<file path="src/rtl/pulser_pkg.sv">
// pulser_pkg: shared constants and the counter-width helper for the pulser block.
//   DEFAULT_PERIOD : default number of clock cycles between pulses
//   cnt_width(n)   : counter width for a period of n, max(1, clog2(n))
package pulser_pkg;

    localparam int DEFAULT_PERIOD = 50_000_000;

    function automatic int cnt_width(input int n);
        int w;
        w = $clog2(n);
        return (w < 1) ? 1 : w;
    endfunction

endpackage

</file>
<file path="src/rtl/pulser.sv">
// pulser: periodic one-cycle strobe generator with run/hold and synchronous restart.
//   clk_i   : clock, all state updates on the rising edge
//   rst_ni  : asynchronous active-low reset (clears count and pulse)
//   run_i   : count enable; hold count and drop pulse while low
//   clear_i : synchronous restart of the period; beats run and wrap
//   pulse_o : registered strobe, high one cycle per PERIOD counted cycles
//   count_o : current counter value, 0..PERIOD-1
// Define PULSER_ASSERT_EN to compile in the concurrent assertions and an extra
// elaboration check on PERIOD; the synthesized logic is the same either way.
module pulser
    import pulser_pkg::*;
#(
    parameter int PERIOD = DEFAULT_PERIOD
) (
    input  logic                        clk_i,
    input  logic                        rst_ni,
    input  logic                        run_i,
    input  logic                        clear_i,
    output logic                        pulse_o,
    output logic [cnt_width(PERIOD)-1:0] count_o
);

    localparam int CW = cnt_width(PERIOD);
    localparam logic [CW-1:0] LAST = CW'(PERIOD - 1);

    if (PERIOD < 1) begin : g_bad_period
        $error("pulser: PERIOD must be at least 1");
    end

    logic [CW-1:0] count_q, count_d;
    logic          pulse_q, pulse_d;

    // Wrap explicitly at LAST so the count never reaches values CW could hold beyond it.
    always_comb begin
        count_d = clear_i ? '0 : !run_i ? count_q : (count_q == LAST) ? '0 : count_q + 1'b1;
        pulse_d = run_i && !clear_i && (count_q == LAST);
    end

    always_ff @(posedge clk_i or negedge rst_ni) begin
        if (!rst_ni) begin
            count_q <= '0;
            pulse_q <= 1'b0;
        end else begin
            count_q <= count_d;
            pulse_q <= pulse_d;
        end
    end

    assign count_o = count_q;
    assign pulse_o = pulse_q;

`ifdef PULSER_ASSERT_EN
    if (((PERIOD - 1) >> CW) != 0) begin : g_bad_width
        $error("pulser: counter width cannot hold PERIOD-1");
    end

    if (PERIOD > 1) begin : g_one_shot
        a_one_shot: assert property (@(posedge clk_i) disable iff (!rst_ni)
            pulse_q |=> !pulse_q);
    end

    a_count_range: assert property (@(posedge clk_i) disable iff (!rst_ni)
        count_q <= LAST);

    a_pulse_src: assert property (@(posedge clk_i) disable iff (!rst_ni)
        pulse_q |-> $past(count_q) == LAST);
`else
`endif

endmodule

</file>
<file path="config.mk">
export PLATFORM = sky130hd
export DESIGN_NAME = pulser
export DESIGN_NICKNAME = d
export VERILOG_FILES = /design/src/rtl/pulser_pkg.sv /design/src/rtl/pulser.sv
export SDC_FILE = /design/constraint.sdc
export NUM_CORES = 1
export LEC_CHECK = 0
export CELL_PAD_IN_SITES_DETAIL_PLACEMENT = 0
export CELL_PAD_IN_SITES_GLOBAL_PLACEMENT = 1
export CORE_UTILIZATION = 30
export CTS_BUF_LIST = sky130_fd_sc_hd__clkbuf_4
export CTS_CLUSTER_SIZE = 20
export DETAILED_ROUTE_END_ITERATION = 10
export PLACE_DENSITY = 0.61
export SYNTH_ARGS = -nofsm -noshare
export SYNTH_HDL_FRONTEND = slang
export SYNTH_SLANG_ARGS = --single-unit
</file>
<file path="constraint.sdc">
create_clock -name clk_i -period 2.5 [get_ports clk_i]
set_input_delay 0.5 -clock clk_i [delete_from_list [all_inputs] [get_ports clk_i]]
set_output_delay 0.5 -clock clk_i [all_outputs]
set_load 0.01 [all_outputs]
</file>
==> summary.txt, run 1 <==
Floorplanning
  – DIE WIDTH: just under 80 um
  – Die boundary height: slightly below 80 um
  – Full die area: 5950 um^2
  – Standard-cell row count: 26
  – Effective utilization at floorplan: 32.1%
  – Count of pins on the block boundary: 31
  – Core area: 5270 um^2

Worst setup path
  – Setup Crit Path Kind: register to register
  – Largest stage delay, worst path: a little under 600 ps
  – Master of the slowest instance on the critical path: or4_4
  – Data arrival time at the worst-slack endpoint: 2410 ps
  – Worst path buffer plus inverter count: 1
  – Kind of end point of the critical path: register
  – Chain of cells forming the critical path: or4_4 -> nor4_4 -> a21oi_2 -> buf_4 -> or4b_1 -> o311ai_0
  – Worst Setup Start Kind: register
  – Maximum net fanout on the critical path: 10
  – Largest delay contributor family on the critical path: simple AND/OR/NAND/NOR gates
  – Data required time of the critical path: roughly 2700 ps

Power and ir drop
  – Maximum VDD drop: 0.174 mV
  – PD cells: 327 nW/um^2
  – Leakage power: ~0.76 nW

Clock network
  – Number of sinks on the clock net: 27
  – CTS root buffer: clkbuf_4
  – CTS tree: built
  – Clock slew seen by the registers of the worst setup and hold paths: 160 ps
  – Post-CTS setup buffer count: 0
  – Maximum clock insertion buffer count: 2
  – CTS Hold Bufs: 0
  – H-tree depth: 1
  – CTS resizes: 0
  – Clock network latency to the later pin of the worst-skew pair: 330 ps
  – Cts bufs inserted: 3

Place
  – GPL Wtd Cong: 0.803
  – Placed cell count: 297
  – Dpl hpwl: 3.70 mm
  – Pre-CTS setup slack: 300 ps
  – Quantity of I/O buffers inserted on ports: 30

Routing
  – Via/cell ratio: between 5 and 6
  – Drt first pass iters: 4
  – Routed via count: 1750
  – Routed length per instance: 17.2 um
  – DRT iter0 DRCs: 95
  – Detail Route Antenna Nets: 0
  – DRC viols: 0
  – Total wire length after detailed routing: 5.18 mm

Timing
  – Final worst-path cycle share: 88.0%
  – Worst slew pin tran: 488 ps
  – Final WS setup: roughly 300 ps
  – Setup TNS Final: 0 ps
  – Final slew viol count: 0
  – Rel. slew slack: 67.2%
  – Unrepaired setup endpoints after global routing: no
  – Final hold violation count: 0
  – Top achievable clock speed: 455 MHz
  – Number of setup violations in the final report: 0
  – Final setup skew: 10.5 ps
  – Fin crit period: roughly 2200 ps

Yosys
  – Dominant register cell in the synthesized netlist: dfrtp_1
  – Post-synth EDFFs: 0
  – Synthesized netlist cell count: 196
  – Average footprint of a synthesized cell: 8.64 um^2
  – Register bit total from synthesis: 27
  – Part of the Yosys area used for sequential elements: 39.9%
  – Synth Cell Area: 1690 um^2
  – Yosys cell types: 40
  – Share of synthesized registers carrying an async set or reset: 100%
  – Total number of yosys warnings: 0
  – Mapped Nets: 201

Outcome
  – Status: complete, no violations

Global route
  – Total global-route track usage: 18.7%
  – Largest net degree at the start of global routing: 28
  – Gr ovfl total: 0
  – Number of antenna violations at the first check in global routing: 0
  – First-pass GRT wire length: 8.94 mm
  – Number of global-route vias before repair: 1801

Finish
  – Net total in the final layout: 237
  – Most common cell after layout, fill and taps aside: clkdlybuf4s50_1
  – Most used cells in the layout excluding fill and tap cells: clkdlybuf4s50_1, dfrtp_1, nand2_1
  – Non-Filler Instances: 301
  – Area growth from synthesis to layout: 27.6%
  – Number of diodes added for antenna fixing: 0
  – Count of filler cells inserted in the layout: 556
  – Final core utilization: 41.0%
  – Share of post-route cells with drive strength above 1: 11.3%

Worst hold path
  – Hold Crit Class: input pin to async pin

Flow run
  – Number of max-capacitance violations reported: 0
where the power goes:
| group | internal (W) | total [W] | switching (W) | leakage (nW) |
|---|---|---|---|---|
| sequential | 0.000439 | 0.000443 | 0.00000360 | 0.376 |
| clock | 0.0000601 | 0.000202 | 0.000142 | 0.0177 |
| combinational | 0.0000224 | 0.0000615 | 0.0000391 | 0.362 |
sequential cells by signal (all words and copies together) (netlist names):
signal	cells
count_o	26
pulse_o	1
logic make-up (layout without fill, tap and decap cells):
family          after synthesis  after routing  share of synthesized area (%)
simple gates                 96             96                           34.5
compound gates               50             50                           18.5
flops                        27             27                           39.9
buf+inv                      18             53                           4.21
xor+xnor                      3              3                           1.55
fa+ha+maj                     1              1                          0.739
mux                           1              1                          0.591
synth_stat cells (3+ instances only):
library cell / number / area share [%]
nor2_1: 15 / 3.3
buf_2: 3 / 0.89
clkbuf_1: 10 / 2.2
nand4b_1: 6 / 3.1
and3_1: 4 / 1.5
nor3_1: 7 / 2.1
nand2b_1: 3 / 1.1
nand3b_1: 3 / 1.3
o21ai_0: 14 / 4.1
or4_1: 3 / 1.3
nand4_1: 9 / 3.3
or3_1: 3 / 1.1
a31oi_1: 5 / 1.8
or4b_1: 3 / 1.8
dfrtp_1: 27 / 40
nand2_1: 21 / 4.7
nor4_1: 4 / 1.5
inv_1: 5 / 1.1
nand3_1: 5 / 1.5
a22oi_1: 7 / 3.1
a21oi_1: 13 / 3.8
metrics by stage:
stage               total power, W  cell area [um^2]  hold slack (ps)
global route              0.000742              2160              548
floorplan                 0.000477              1690              204
detailed placement        0.000514              2130              602
CTS                       0.000714              2160              541
global placement          0.000513              2130              582
finish                    0.000707              2160              528
layout make-up:
class / instances / area [um^2] / share of cell area, %
multi-input cells: 151 / 946 / 43.8
clock inverters: 1 / 5.00 / 0.232
clock buffers: 3 / 22.5 / 1.04
flip-flops and latches: 27 / 676 / 31.3
repair buffers: 44 / 405 / 18.8
well taps: 70 / 87.6 / 4.05
inverters: 5 / 18.8 / 0.869
metal layers:
layer	global-route usage [%]	up-vias	part of all wire [%]	wire length (um)
met4	5.09	0	0.56	29
li1	-	815	-	-
met3	2.62	2	3.6	188
met5	0	-	0	0
met1	24.1	889	45	2350
met2	32.5	44	50	2610
worst paths after layout:
check	startpoint	cells past startpoint	end	slack, ps
worst min register to register	count_o[22]$_DFFE_PN0P_	2	count_o[22]$_DFFE_PN0P_	620
worst max register to register	count_o[10]$_DFFE_PN0P_	6	count_o[13]$_DFFE_PN0P_	300
worst min-delay path	rst_ni	2	count_o[24]$_DFFE_PN0P_	530
worst max-delay path	count_o[10]$_DFFE_PN0P_	6	count_o[13]$_DFFE_PN0P_	300
max in group asynchronous	rst_ni	2	count_o[16]$_DFFE_PN0P_	1700
min in group clk_i	count_o[22]$_DFFE_PN0P_	2	count_o[22]$_DFFE_PN0P_	620
worst register-to-register path, stage by stage (launching register included):
cell and delay (ps):
dfrtp_1 460, or4_4 580, nor4_4 390, a21oi_2 170, buf_4 210, or4b_1 160
o311ai_0 110
Power figures use the tool's default switching activity.
==> run 2, diff against run 1 <==
==> config.mk (replaced) <==
export PLATFORM = sky130hd
export DESIGN_NAME = pulser
export DESIGN_NICKNAME = d
export VERILOG_FILES = /design/src/rtl/pulser_pkg.sv /design/src/rtl/pulser.sv
export SDC_FILE = /design/constraint.sdc
export NUM_CORES = 1
export LEC_CHECK = 0
export CORE_UTILIZATION = 30
export CTS_BUF_LIST = sky130_fd_sc_hd__clkbuf_4
export CTS_CLUSTER_SIZE = 20
export DETAILED_ROUTE_END_ITERATION = 10
export PLACE_DENSITY = 0.48
export SYNTH_ARGS = -nofsm -noshare
export SYNTH_HDL_FRONTEND = slang
export SYNTH_SLANG_ARGS = --single-unit
==> run 2 against run 1 <==
- clock power increased by 6%
- first-iteration DRC count grew 45%
- register-to-register slack got worse by 40 ps
- critical path depth shrank 1
- sequential share of layout area about the same
- die area unchanged
- highest routed layer unchanged
==> summary.txt, run 2 (synthesis results as in run 1) <==
Routing
  – Routed via count: 1712
  – DRC viols: 0
  – Routed length per instance: 16.9 um
  – Total wire length after detailed routing: 5.10 mm
  – Via/cell ratio: 5.69
  – DRT iter0 DRCs: 138
  – Detail Route Antenna Nets: 0
  – Drt first pass iters: 4

Floorplanning
  – Full die area: just under 6000 um^2
  – Die boundary height: 77.1 um
  – Core area: 5270 um^2
  – Count of pins on the block boundary: 31
  – Standard-cell row count: 26
  – DIE WIDTH: 77.1 um
  – Effective utilization at floorplan: between 30% and 40%

Outcome
  – Status: complete, no violations

Finish
  – Net total in the final layout: 237
  – Count of filler cells inserted in the layout: 547
  – Number of diodes added for antenna fixing: 0
  – Most common cell after layout, fill and taps aside: clkdlybuf4s50_1
  – Area growth from synthesis to layout: 27.8%
  – Share of post-route cells with drive strength above 1: 11.3%
  – Max FFs per register: 26
  – Most used cells in the layout excluding fill and tap cells: clkdlybuf4s50_1, dfrtp_1, nand2_1

Place
  – Quantity of I/O buffers inserted on ports: 30
  – GPL Wtd Cong: 0.790
  – Dpl hpwl: about 3.5 mm

Power and ir drop
  – Sequential power share: 61.7%
  – Combinational fraction of design power: roughly 8.3%
  – PD cells: between 300 and 400 nW/um^2
  – Leakage power: 0.757 nW
  – Portion of total power attributed to the clock network: 30.0%
  – Internal power: 0.000534 W
  – Net switching share of the total power: 25.6%
  – Maximum VDD drop: about 0.16 mV
  – Total power after layout: 0.000718 W
  – Net Switching: around 0.00018 W

Worst setup path
  – Reg2Reg Depth: 5
  – Worst Setup Start Kind: register
  – Setup Crit Path Kind: register to register
  – Reg2Reg Launch Point: count_o[10]$_DFFE_PN0P_
  – Data arrival time at the worst-slack endpoint: 2480 ps
  – Maximum net fanout on the critical path: 11
  – Setup slack, reg-to-reg: 260 ps
  – Data required time of the critical path: between 2000 and 3000 ps
  – Worst r2r dst: count_o[9]$_DFFE_PN0P_
  – Kind of end point of the critical path: register

Flow run
  – Number of max-capacitance violations reported: 0

Clock network
  – CTS tree: built
  – Number of sinks on the clock net: 27
  – CTS resizes: 0
  – Maximum clock insertion buffer count: 2
  – CTS Hold Bufs: 0
  – Clock network latency to the later pin of the worst-skew pair: about 330 ps
  – Clock slew seen by the registers of the worst setup and hold paths: between 150 and 200 ps
  – H-tree depth: 1
  – Cts bufs inserted: 3
  – Post-CTS setup buffer count: 0
  – CTS root buffer: clkbuf_4

Timing
  – Number of setup violations in the final report: 0
  – Final slew viol count: 0
  – Fin crit period: 2240 ps
  – Final setup skew: 2.41 ps
  – Setup TNS Final: 0 ps
  – Worst slew pin tran: 491 ps
  – Top achievable clock speed: about 450 MHz
  – Final worst-path cycle share: about nine tenths
  – Rel. slew slack: approximately two thirds
  – Unrepaired setup endpoints after global routing: no
  – Final hold violation count: 0

Global route
  – Number of antenna violations at the first check in global routing: 0
  – Number of global-route vias before repair: 1762
  – Largest net degree at the start of global routing: 28
  – Total global-route track usage: 18.0%
  – First-pass GRT wire length: 8.67 mm
  – Gr ovfl total: 0

Worst hold path
  – Hold Crit Class: input pin to async pin
-- run 2: metrics by stage --
step / hold slack (ps) / worst slack [ps] / cell area (um^2) / util, % / cells
2_1_floorplan: 204 / 508 / 1690 / - / 196
3_3_place_gp: 583 / 310 / 2130 / 40.5 / 297
3_5_place_dp: 588 / 242 / 2130 / 40.5 / 297
4_1_cts: 542 / 263 / 2160 / 41.0 / 301
5_1_grt: 538 / 154 / 2160 / 41.0 / 301
6_report: 530 / 261 / 2160 / 41.0 / 301
-- run 2: worst max path at each step --
stage                                  from  cells after the start  slack, ps                       to
detailed placement                    run_i                      6        240  count_o[23]$_DFFE_PN0P_
global route         count_o[0]$_DFFE_PN0P_                      7        150  count_o[23]$_DFFE_PN0P_
finish              count_o[10]$_DFFE_PN0P_                      5        260   count_o[9]$_DFFE_PN0P_
global placement                      run_i                      6        310  count_o[23]$_DFFE_PN0P_
floorplan           count_o[10]$_DFFE_PN0P_                      5        510   count_o[9]$_DFFE_PN0P_
CTS                 count_o[10]$_DFFE_PN0P_                      5        260   count_o[9]$_DFFE_PN0P_
-- run 2: cell type report --
cell class                 instances  area, um^2  area share (%)
multi-input combinational        151         946            43.7
timing repair buffer              44         405            18.7
clock buffer                       4        30.0            1.39
tap                               70        87.6            4.05
sequential                        27         676            31.2
inverter                           5        18.8           0.868
-- run 2: power by group through the flow --
stage                     clock network (W)  logic [W]  registers, W
after CTS                          0.000225  0.0000614      0.000443
after floorplan                           0  0.0000256      0.000452
after global placement                    0  0.0000596      0.000451
after detailed placement                  0  0.0000610      0.000451
final                              0.000215  0.0000598      0.000443
after global routing               0.000248  0.0000671      0.000444
-- run 2: worst max-delay path, stage by stage (launching register included) --
cell     delay (ps)
dfrtp_1         460
or4_4           580
nor4_4          410
a21oi_2         220
nor4b_1         200
a311o_1         280
-- run 2: routing by layer --
layer	up-vias	wire [um]	GRT usage, %
met5	-	0	0
met4	0	59	5.28
met3	6	170	2.62
met2	41	2530	31.4
met1	844	2340	22.8
li1	821	-	-
==> run 3, diff against run 2 <==
==> constraint.sdc (replaced) <==
create_clock -name clk_i -period 2.6 [get_ports clk_i]
set_input_delay 0.52 -clock clk_i [delete_from_list [all_inputs] [get_ports clk_i]]
set_output_delay 0.52 -clock clk_i [all_outputs]
set_load 0.01 [all_outputs]
==> run 3 against run 2 <==
- non-clock buffer count is 2 lower
- fmax is 0.90% lower
- cell area is 0.12% lower
- critical path type unchanged
- largest cell class unchanged
- largest power group unchanged
- highest routed layer unchanged
==> summary.txt, run 3 (synthesis results as in run 1) <==
Timing
  – Final worst-path cycle share: 86.9%
  – Top achievable clock speed: 443 MHz
  – Worst Hold Margin: 529 ps
  – Final hold violation count: 0
  – Worst slew pin tran: roughly 440 ps
  – Unrepaired setup endpoints after global routing: no
  – Number of setup violations in the final report: 0
  – Fin crit period: roughly 2300 ps
  – Setup TNS Final: 0 ps
  – Final setup skew: 13.0 ps
  – Rel. slew slack: roughly 70%
  – Final slew viol count: 0

Clock network
  – Number of sinks on the clock net: 27
  – H-tree depth: 1
  – Cts bufs inserted: 3
  – Clock network latency to the later pin of the worst-skew pair: approximately 340 ps
  – Post-CTS setup buffer count: 0
  – Clock slew seen by the registers of the worst setup and hold paths: 170 ps
  – CTS Hold Bufs: 0
  – CTS root buffer: clkbuf_4
  – CTS resizes: 0
  – Maximum clock insertion buffer count: 2
  – CTS tree: built

Floorplanning
  – Die boundary height: 77.1 um
  – Core area: 5270 um^2
  – Standard-cell row count: 26
  – Full die area: 5950 um^2
  – Count of pins on the block boundary: 31
  – DIE WIDTH: 77.1 um
  – Effective utilization at floorplan: 32.1%

Finish
  – Share of post-route cells with drive strength above 1: 10.5%
  – Net total in the final layout: 235
  – Area growth from synthesis to layout: 27.6%
  – Most used cells in the layout excluding fill and tap cells: clkdlybuf4s50_1, dfrtp_1, nand2_1
  – Number of diodes added for antenna fixing: 0
  – Count of filler cells inserted in the layout: 553
  – Most common cell after layout, fill and taps aside: clkdlybuf4s50_1
  – Max FFs per register: 26
  – Final core utilization: 41.0%
  – Non-Filler Instances: 299

Global route
  – Total global-route track usage: 17.7%
  – First-pass GRT wire length: 8.36 mm
  – Largest net degree at the start of global routing: 37
  – Number of global-route vias before repair: 1623
  – Number of antenna violations at the first check in global routing: 0
  – Gr ovfl total: 0

Flow run
  – Number of max-capacitance violations reported: 0

Power and ir drop
  – PD cells: 321 nW/um^2
  – Internal power: 0.000515 W
  – Portion of total power attributed to the clock network: between 30 and 40%
  – Maximum VDD drop: 0.172 mV
  – Net switching share of the total power: 25.7%
  – Leakage power: 0.752 nW
  – Combinational fraction of design power: 8.4%
  – Sequential power share: 61.4%
  – Net Switching: 0.000178 W

Place
  – Dpl hpwl: 3.42 mm
  – GPL Wtd Cong: 0.829
  – Quantity of I/O buffers inserted on ports: 30
  – Placed cell count: 295

Worst hold path
  – Hold Crit Class: input pin to async pin

Worst setup path
  – Setup slack, reg-to-reg: between 300 and 400 ps
  – Master of the slowest instance on the critical path: or4_4
  – Worst path buffer plus inverter count: 0
  – Largest stage delay, worst path: 570 ps
  – Maximum net fanout on the critical path: 6
  – Data arrival time at the worst-slack endpoint: approximately 2500 ps
  – Largest delay contributor family on the critical path: simple AND/OR/NAND/NOR gates
  – Worst Setup Start Kind: register
  – Data required time of the critical path: 2840 ps
  – Setup Crit Path Kind: register to register
  – Kind of end point of the critical path: register
  – Chain of cells forming the critical path: or4_4 -> nor4_4 -> and3_1 -> o21ai_1 -> a32o_1

Outcome
  – Status: complete, no violations

Routing
  – Routed via count: 1716
  – DRC viols: 0
  – Total wire length after detailed routing: slightly below 5 mm
  – Via/cell ratio: 5.74
  – Drt first pass iters: 4
  – Detail Route Antenna Nets: 0
  – DRT iter0 DRCs: 167
  – Routed length per instance: 16.4 um
run 3: changes by cell type in the layout (fill, tap and decap cells not counted):
cell	change
buf_12	+1
buf_4	-3
run 3: power by group through the flow:
stage / clock (W) / sequential (W) / combinational (W)
4_1_cts: 0.000221 / 0.000426 / 0.0000599
2_1_floorplan: 0 / 0.000434 / 0.0000247
3_5_place_dp: 0 / 0.000433 / 0.0000600
3_3_place_gp: 0 / 0.000433 / 0.0000596
5_1_grt: 0.000244 / 0.000426 / 0.0000651
6_report: 0.000209 / 0.000426 / 0.0000581
run 3: per-layer routing:
| metal | routed length, um | vias to the layer above | global-route usage (%) |
|---|---|---|---|
| li1 | - | 812 | - |
| met3 | 196 | 2 | 2.26 |
| met1 | 2280 | 847 | 24.2 |
| met4 | 24 | 0 | 5.09 |
| met2 | 2410 | 55 | 29.0 |
| met5 | 0 | - | 0 |
run 3: final timing paths:
kind,start,endpoint,cells after the start
setup reg to reg,count_o[10]$_DFFE_PN0P_,count_o[5]$_DFFE_PN0P_,5
min in group clk_i,count_o[20]$_DFFE_PN0P_,count_o[20]$_DFFE_PN0P_,2
max in group asynchronous,rst_ni,count_o[0]$_DFFE_PN0P_,2
hold / removal,rst_ni,count_o[13]$_DFFE_PN0P_,2
setup / recovery,count_o[10]$_DFFE_PN0P_,count_o[5]$_DFFE_PN0P_,5
hold reg to reg,count_o[20]$_DFFE_PN0P_,count_o[20]$_DFFE_PN0P_,2
run 3: area by class of cell:
type                            count  area, um^2  share of cell area [%]
Sequential cell                    27         676                    31.3
Clock buffer                        4        30.0                    1.39
Timing Repair Buffer               42         403                    18.6
Multi-Input combinational cell    151         946                    43.8
Inverter                            5        18.8                   0.869
Tap cell                           70        87.6                    4.05
run 3: stage by stage:
stage	instance area, um^2	setup WS [ps]	power [W]
final	2160	341	0.000693
after CTS	2160	365	0.000706
after global routing	2160	235	0.000735
after floorplan	1690	608	0.000459
after detailed placement	2130	393	0.000493
after global placement	2130	446	0.000493
run 3: worst register-to-register path, cell delays in order, from the launching register on:
cell and delay [ps]:
dfrtp_1 450, or4_4 570, nor4_4 470, and3_1 310, o21ai_1 100, a32o_1 250
